## config.mk

```make
export PLATFORM = sky130hd
export DESIGN_NAME = cmp_monitor_flat
export DESIGN_NICKNAME = d
export VERILOG_FILES = /design/src/rtl/cmp_monitor_if.sv /design/src/rtl/cmp_monitor.sv /design/src/flat_wrapper.sv
export SDC_FILE = /design/constraint.sdc
export NUM_CORES = 1
export LEC_CHECK = 0
export CORE_AREA = 3 3 59 61
export DETAILED_ROUTE_END_ITERATION = 7
export DIE_AREA = 0 0 62 64
export PLACE_DENSITY = 0.87
export REMOVE_ABC_BUFFERS = 1
export SETUP_SLACK_MARGIN = 0.2
export SLEW_MARGIN = 20
export SYNTH_ARGS = -nofsm -noshare
export SYNTH_HDL_FRONTEND = slang
export SYNTH_SLANG_ARGS = --single-unit
```

## constraint.sdc

```tcl
create_clock -name clk -period 2.45 [get_ports clk]
set_input_delay 0.49 -clock clk [delete_from_list [all_inputs] [get_ports clk]]
set_output_delay 0.49 -clock clk [all_outputs]
set_load 0.01 [all_outputs]
```

## src/rtl/cmp_monitor_if.sv

```systemverilog
// Bundle of comparator sample inputs and filtered relation outputs between
// the comparator-side driver and the debounced result tracker.
interface cmp_monitor_if #(
    parameter int CNT_W = 8
);
    logic             in_valid;
    logic             g;
    logic             e;
    logic             l;
    logic             clear;
    logic [1:0]       state;
    logic             rise_evt;
    logic             fall_evt;
    logic [CNT_W-1:0] up_cnt;
    logic [CNT_W-1:0] down_cnt;
    logic             err;

    modport master (
        output in_valid, g, e, l, clear,
        input  state, rise_evt, fall_evt, up_cnt, down_cnt, err
    );

    modport slave (
        input  in_valid, g, e, l, clear,
        output state, rise_evt, fall_evt, up_cnt, down_cnt, err
    );
endinterface

```

## src/rtl/cmp_monitor.sv

```systemverilog
// Debounced tracker for the g/e/l outputs of a magnitude comparator.
// Filters raw samples into a stable BELOW/EQUAL/ABOVE relation, pulses on
// crossings, keeps saturating crossing counters and a sticky illegal-code flag.
module cmp_monitor #(
    parameter int DEBOUNCE = 3,
    parameter int CNT_W    = 8
) (
    input  logic          clk,
    input  logic          rst_n,
    cmp_monitor_if.slave  mon
);
    localparam int RUN_W = (DEBOUNCE < 2) ? 1 : $clog2(DEBOUNCE + 1);
    localparam logic [RUN_W-1:0] RUN_MAX = RUN_W'(DEBOUNCE);
    localparam logic [CNT_W-1:0] CNT_MAX = '1;

    typedef enum logic [1:0] {
        REL_UNKNOWN = 2'b00,
        REL_BELOW   = 2'b01,
        REL_EQUAL   = 2'b10,
        REL_ABOVE   = 2'b11
    } rel_t;

    rel_t             state_q, state_d;
    rel_t             cand_q, cand_d;
    rel_t             sample_code;
    logic             sample_legal;
    logic [RUN_W-1:0] run_q, run_d;
    logic             rise_q, rise_d;
    logic             fall_q, fall_d;
    logic [CNT_W-1:0] up_q, up_d;
    logic [CNT_W-1:0] down_q, down_d;
    logic             err_q, err_d;

    // Decode the one-hot comparator result; anything not exactly one-hot is illegal.
    always_comb begin
        sample_legal = 1'b1;
        sample_code  = REL_UNKNOWN;
        case ({mon.g, mon.e, mon.l})
            3'b001:  sample_code = REL_BELOW;
            3'b010:  sample_code = REL_EQUAL;
            3'b100:  sample_code = REL_ABOVE;
            default: sample_legal = 1'b0;
        endcase
    end

    // Next-state: run tracking, state qualification, crossing events and counters.
    always_comb begin
        state_d = state_q;
        cand_d  = cand_q;
        run_d   = run_q;
        rise_d  = 1'b0;
        fall_d  = 1'b0;
        up_d    = up_q;
        down_d  = down_q;
        err_d   = err_q;

        if (mon.in_valid) begin
            if (sample_legal) begin
                if (sample_code == cand_q) begin
                    run_d = (run_q >= RUN_MAX) ? RUN_MAX : run_q + 1'b1;
                end else begin
                    cand_d = sample_code;
                    run_d  = RUN_W'(1);
                end

                if ((run_d == RUN_MAX) && (cand_d != state_q)) begin
                    state_d = cand_d;
                    if (state_q != REL_UNKNOWN) begin
                        if (cand_d > state_q) begin
                            rise_d = 1'b1;
                            if (up_q != CNT_MAX) begin
                                up_d = up_q + 1'b1;
                            end
                        end else begin
                            fall_d = 1'b1;
                            if (down_q != CNT_MAX) begin
                                down_d = down_q + 1'b1;
                            end
                        end
                    end
                end
            end else begin
                run_d = '0;
                err_d = 1'b1;
            end
        end

        if (mon.clear) begin
            up_d   = '0;
            down_d = '0;
            err_d  = 1'b0;
        end
    end

    // State register with asynchronous active-low reset.
    always_ff @(posedge clk or negedge rst_n) begin
        if (!rst_n) begin
            state_q <= REL_UNKNOWN;
            cand_q  <= REL_UNKNOWN;
            run_q   <= '0;
            rise_q  <= 1'b0;
            fall_q  <= 1'b0;
            up_q    <= '0;
            down_q  <= '0;
            err_q   <= 1'b0;
        end else begin
            state_q <= state_d;
            cand_q  <= cand_d;
            run_q   <= run_d;
            rise_q  <= rise_d;
            fall_q  <= fall_d;
            up_q    <= up_d;
            down_q  <= down_d;
            err_q   <= err_d;
        end
    end

    assign mon.state    = state_q;
    assign mon.rise_evt = rise_q;
    assign mon.fall_evt = fall_q;
    assign mon.up_cnt   = up_q;
    assign mon.down_cnt = down_q;
    assign mon.err      = err_q;
endmodule
```

## src/flat_wrapper.sv

```systemverilog
// flat-port wrapper written by rule: the top's interface ports become plain ports
module cmp_monitor_flat 
#(
    parameter int DEBOUNCE = 3,
    parameter int CNT_W    = 8
)
  (clk, rst_n, mon_in_valid, mon_g, mon_e, mon_l, mon_clear, mon_state, mon_rise_evt, mon_fall_evt, mon_up_cnt, mon_down_cnt, mon_err);
  cmp_monitor_if #(.CNT_W(CNT_W)) mon_i ();
  input  logic clk;
  input  logic rst_n;
  input wire logic [$bits(mon_i.in_valid)-1:0] mon_in_valid;
  input wire logic [$bits(mon_i.g)-1:0] mon_g;
  input wire logic [$bits(mon_i.e)-1:0] mon_e;
  input wire logic [$bits(mon_i.l)-1:0] mon_l;
  input wire logic [$bits(mon_i.clear)-1:0] mon_clear;
  output wire logic [$bits(mon_i.state)-1:0] mon_state;
  output wire logic [$bits(mon_i.rise_evt)-1:0] mon_rise_evt;
  output wire logic [$bits(mon_i.fall_evt)-1:0] mon_fall_evt;
  output wire logic [$bits(mon_i.up_cnt)-1:0] mon_up_cnt;
  output wire logic [$bits(mon_i.down_cnt)-1:0] mon_down_cnt;
  output wire logic [$bits(mon_i.err)-1:0] mon_err;
  assign mon_i.in_valid = mon_in_valid;
  assign mon_i.g = mon_g;
  assign mon_i.e = mon_e;
  assign mon_i.l = mon_l;
  assign mon_i.clear = mon_clear;
  assign mon_state = mon_i.state;
  assign mon_rise_evt = mon_i.rise_evt;
  assign mon_fall_evt = mon_i.fall_evt;
  assign mon_up_cnt = mon_i.up_cnt;
  assign mon_down_cnt = mon_i.down_cnt;
  assign mon_err = mon_i.err;
  cmp_monitor #(.DEBOUNCE(DEBOUNCE), .CNT_W(CNT_W)) u_core (.clk(clk), .rst_n(rst_n), .mon(mon_i));
endmodule
```

Yosys cells after proc, flatten, opt, wreduce, memory -nomap -nowiden
Cells that the tools add are included.
{ "totals": {"register_bits": 25, "input_bits": 7, "output_inout_bits": 21, "word_cells": 75} }
{ "op_classes": {"n_addsub": 3, "order_cmp": 2, "eq_ne": 10, "n_mux": 37, "n_reduce_logical": 15} }
{ "op_table": {"columns": ["op", "count"], "rows": [
  ["8-bit 2-to-1 mux", 14],
  ["8-bit by 1-bit adder with 8-bit output (second input constant)", 2],
  ["2-bit 2-to-1 mux", 8],
  ["8-bit != test (second input constant)", 2],
  ["2-bit nonzero test", 8],
  ["1-bit 2-to-1 mux", 14],
  ["6-bit AND reduction", 2],
  ["2-bit case mux with 3 select lines", 1],
  ["2-bit != test (second input constant)", 2],
  ["2-bit AND reduction", 2],
  ["3-bit by 1-bit equality test with 1-bit output (second input constant)", 1],
  ["3-bit by 2-bit equality test with 1-bit output (second input constant)", 1],
  ["3-bit equality test (second input constant)", 1],
  ["3-bit AND reduction", 1],
  ["3-bit OR reduction", 1],
  ["2-bit by 1-bit adder with 2-bit output (second input constant)", 1],
  ["2-bit equality test", 1],
  ["2-bit equality test (second input constant)", 1],
  ["2-bit >= comparator (second input constant)", 1],
  ["2-bit greater-than comparator", 1],
  ["2-bit != test", 1],
  ["1-bit logical AND", 1]
]} }

Logic depth before layout (Yosys ltp)
{ "depth": {"ltp_word": 13, "depth_mapped": 9, "depth_no_buf": 8} }

Worst setup path after synthesis
OpenSTA, ideal clock, no wires.
{ "synth_timing": {"path_kind": "input-to-reg", "from": "in mon_l", "to": "reg u_core.down_q[4] (netlist: u_core.mon.down_cnt[4])", "setup_time_ps": 78, "t_arrival_ps": 2613, "required_time_ps": 2372, "setup_slack_ps": -241, "cell_stages": 9, "n_path_buf": 1, "path_cell_list": "buf_2 -> xor2_1 -> nand2b_1 -> ha_1 -> a21bo_2 -> nor4b_4 -> o2111ai_4 -> or4_1 -> a21oi_1"} }
{ "synth_via": {"elab_chain_len": 10, "word_cells_on_any_way": 21, "classes_between": "1 x order compare; 7 x eq/ne; 8 x mux; 5 x reduce/logical"} }
{ "synth_lines": {"columns": ["item", "line_no", "text"], "rows": [
  ["from (decl)", "flat_wrapper.sv:14", "input wire logic [$bits(mon_i.l)-1:0] mon_l;"],
  ["branches (longest 9 deep; another with 2-bit greater-than comparator)", null, null],
  ["6-bit AND reduction (no line) *", null, null],
  ["to (signal assigned)", "cmp_monitor.sv:113", "down_q <= down_d;"],
  ["to (decl)", "cmp_monitor.sv:31", "logic [CNT_W-1:0] down_q, down_d;"]
]} }
Mark *: on every way between the ends. The select of a mux whose other input is x is not followed.
A chain may end at the register's enable or synchronous reset.

Worst setup path after layout
{ "layout_timing": {"from": "in mon_e", "to": "reg u_core.down_q[5] (netlist: u_core.mon.down_cnt[5])"} }
{ "layout_via": {"elab_chain_len": 10, "word_cells_on_any_way": 21, "classes_between": "1 x order compare; 7 x eq/ne; 8 x mux; 5 x reduce/logical"} }
{ "layout_lines": {"columns": ["item", "line_no", "text"], "rows": [
  ["from (decl)", "flat_wrapper.sv:13", "input wire logic [$bits(mon_i.e)-1:0] mon_e;"],
  ["branches (longest 9 deep; another with 2-bit greater-than comparator)", null, null],
  ["6-bit AND reduction (no line) *", null, null]
]} }
Marks and branches as above.

==> run summary <==
• final number of hold-violating endpoints: 0
• HPWL reported at the end of detailed placement: 2.82 mm
• Critical R2R Launch: u_core.mon.state[1]
• worst hold-check path type: primary input to asynchronous set/reset pin
• Clk pwr share: 21.0%
• via count: 1541
• hold buffers post-CTS: 0
• TritonCTS clock tree: yes
• P_sw: 0.000266 W
• global-route wire length before repair: 6.92 mm
• maximum count of clock buffers along a single path: 2
• total of max-cap violations: 0
• fraction of power spent switching nets: 29.9%
• worst-case hold slack: 505 ps
• number of warnings reported in the yosys synthesis log: 0
• share of the clock period used by the worst path: 92.8%
• number of distinct library cells after synthesis: 49
• delay of the slowest critical-path stage: 350 ps
• final wirelength: 4.38 mm
• initial drt markers: 104
• average detailed-routed wire length per instance: 16.4 um
• Die Height: 64 um
• worst-skew pair later-pin latency: 320 ps
• kind of start point of the critical path: primary input
• clock sink total: 25
• power per unit of standard cell area: 382 nW/um2
• number of rows in the core area: 20
• IO Port Bufs: 27
• class of the most critical setup path: primary input to flop
• LEAKAGE: 0.969 nW
• Post-Place Cell Area: 2010 um2
• setup total negative slack: 0 ps
• Final Cell Area: 2330 um2
• max-slew violation count: 0
• syn avg cell area: 9.62 um2
• Root Buffer Master: sky130_fd_sc_hd__clkbuf_4
• via count of the first global-routing pass: 1562
• Util after Layout: 77.0%
• register-to-register path setup slack: 200 ps
• Nets: 235
• flip-flop cell with the highest count after synthesis: sky130_fd_sc_hd__dfrtp_1
• remaining antenna violation count: 0
• Seq pwr share: 51.0%
• worst vdd ir: 305 uV
• synthesized netlist cell count: 162
• CP Data Required Time: 2710 ps
• CTS H-Tree Depth: 1
• async set or reset register ratio after synthesis: 100%
• synth top area cells: sky130_fd_sc_hd__dfrtp_1 40%, sky130_fd_sc_hd__mux2_1 4.3%, sky130_fd_sc_hd__nor2_1 3.9%, sky130_fd_sc_hd__a21oi_1 3.5%, sky130_fd_sc_hd__ha_1 3.2%
• unrepaired setup endpoints after global routing: yes
• Critical Path Fanout Max: 3
• dominant cell by count in the synthesized netlist: sky130_fd_sc_hd__dfrtp_1
• Relative slew margins: 65.2%
• gate family responsible for the most delay along the worst path: simple AND/OR/NAND/NOR gates
• area of the die: 3970 um2
• CP max stage cell: sky130_fd_sc_hd__or3_1
• clock skew: 16.2 ps
• Cell Chain, Critical Path: buf_4 > xnor2_4 > nor2_4 > ha_4 > a21bo_4 > nor4b_4 > buf_4 > buf_6 > nand4_1 > or3_1 > a21oi_1
• maximum number of pins on one net before global-route repair: 26
• endpoint of the worst-slack reg-to-reg timing path: u_core.mon.down_cnt[5]
• Boundary Pins: 28
• cell taking the most area after synthesis: sky130_fd_sc_hd__dfrtp_1
• share of layout cells above drive strength 1: 30.0%
• Post-synth EDFFs: 0
• Num CTS Buffers: 3
• Pint: 0.000624 W
• kind of end point of the critical path: flop
• clock period minus final worst setup slack: 2270 ps
• sequential fraction of the synthesis area: 40.1%
• post-DR vias/cell: 5.77
• fraction of post-synthesis cell area in the top cell type by area: 40.1%
• antenna fix cells: 0
• antenna violations before repair: 0
• maximum clock rate: 440 MHz
• Yosys reg bits: 25
• worst slew pin tran: 522 ps
• most common cell type on the critical path: sky130_fd_sc_hd__buf_4
• number of failing setup endpoints in the final timing report: 0
• Post-synth top cells: 25 x sky130_fd_sc_hd__dfrtp_1, 16 x sky130_fd_sc_hd__nor2_1, 11 x sky130_fd_sc_hd__a21oi_1
• starting utilization of the core area: 51.5%
• post-synthesis to final-layout area growth: 49.6%
• clock-pin slew reported for the worst setup and hold paths after clock tree synthesis: 150 ps
• Mapped Area: 1560 um2
• # DRC: 0
• cell depth of the worst flop-to-flop path: 9
• total congestion overflow: 0
• arrival time reported for the critical path endpoint: 2530 ps
• routability congestion estimate: 0.900
• Horiz. Die Dim: 62 um
• fraction of power consumed by combinational cells: 28.0%
• GRT Overall Usage: 22.7%
• CORE AREA: 3030 um2
• CP bufs+invs: 3
• result of the run: completed
• drt pass-1 iters: 4
## sequential cells by signal, indices dropped and copies added, names as in the netlist
signal	count
u_core.mon.up_cnt	8
u_core.mon.err	1
u_core.mon.down_cnt	8
u_core.mon.state	2
u_core.mon.rise_evt	1
u_core.run_q	2
u_core.cand_q	2
u_core.mon.fall_evt	1
## through the flow
step                      worst slack, ps  total power (W)  cells
after detailed placement             -733         0.000635    247
after floorplan                     -70.7         0.000546    154
after CTS                             140         0.000865    267
after global placement               -561         0.000626    247
final                                 177         0.000890    267
after global routing                  113         0.000936    267
## worst max-delay path by stage
stage | startpoint | end | cells past startpoint
6_report | mon_e | u_core.mon.down_cnt[5] | 11
3_5_place_dp | mon_g | u_core.mon.down_cnt[4] | 9
2_1_floorplan | mon_l | u_core.mon.down_cnt[4] | 8
5_1_grt | u_core.mon.state[1] | u_core.mon.down_cnt[5] | 9
3_3_place_gp | mon_g | u_core.mon.down_cnt[4] | 9
4_1_cts | mon_g | u_core.mon.down_cnt[4] | 9
## what timing repair did
| item | in CTS | in global routing |
|---|---|---|
| pin swaps | 11 | 12 |
| setup endpoints to repair | 19 | 15 |
| gates resized for setup | 31 | 18 |
| buffers inserted | 16 | 0 |
## metal layers
layer  vias up  global-route usage (%)  routed length (um)
li1        725                       -                   -
met1       752                    27.9                1760
met2        56                    40.9                2360
met3         8                    2.83                 187
met4         0                    4.77                  71
met5         -                       0                   0
## cells in the final DEF (no fill, tap or decap), drive strengths merged, types with 2 or more instances in the layout
cell / synthesis / layout
nand4b: 2 / 2
nand2: 8 / 8
nand2b: 4 / 4
buf: 4 / 41
o21ai: 10 / 10
and3: 5 / 5
xor2: 2 / 2
nor2b: 6 / 6
or3: 4 / 4
mux2i: 2 / 2
nor2: 16 / 16
clkdlybuf4s50: 0 / 24
o2111ai: 2 / 2
or4: 3 / 3
nand3: 5 / 5
nor3: 3 / 3
mux2: 6 / 6
clkbuf: 4 / 3
inv: 4 / 4
o31ai: 2 / 2
a31oi: 3 / 3
a21oi: 11 / 11
dfrtp: 25 / 25
or3b: 2 / 2
nand4: 4 / 4
nor4: 3 / 3
ha: 4 / 4
## logic make-up (layout without fill, tap and decap cells)
group	Yosys count	in the layout	share of synthesized area (%)
AND/OR/NAND/NOR	72	72	27.8
AO/OA/AOI/OAI	38	38	17.8
flip-flops	25	25	40.1
buffers and inverters	12	73	3.77
multiplexers	8	8	5.62
adder cells (fa/ha/maj)	4	4	3.21
XOR/XNOR	3	3	1.69
## layout make-up
type                    instances  area (um2)
repair buffers                 65         594
clock buffers                   3        22.5
multi-input cells             125        1010
clock inverters                 1        5.00
well taps                      44        55.1
fillers                       201         696
inverters                       4        15.0
flip-flops and latches         25         626
## worst register-to-register path, stage by stage, from the launching register on
cell                      delay (ps)
sky130_fd_sc_hd__dfrtp_1         440
sky130_fd_sc_hd__inv_1           100
sky130_fd_sc_hd__ha_4            210
sky130_fd_sc_hd__a21bo_4         230
sky130_fd_sc_hd__nor4b_4         350
sky130_fd_sc_hd__buf_4           170
sky130_fd_sc_hd__buf_6            80
sky130_fd_sc_hd__nand4_1         110
sky130_fd_sc_hd__or3_1           350
sky130_fd_sc_hd__a21oi_1         150
## power groups by stage
stage	Sequential (W)	Clock [W]	Combinational [W]
floorplan	0.000456	0	0.0000899
global placement	0.000457	0	0.000169
detailed placement	0.000460	0	0.000175
CTS	0.000452	0.000191	0.000222
global route	0.000457	0.000210	0.000269
finish	0.000454	0.000187	0.000249
Power figures use the tool's default switching activity.
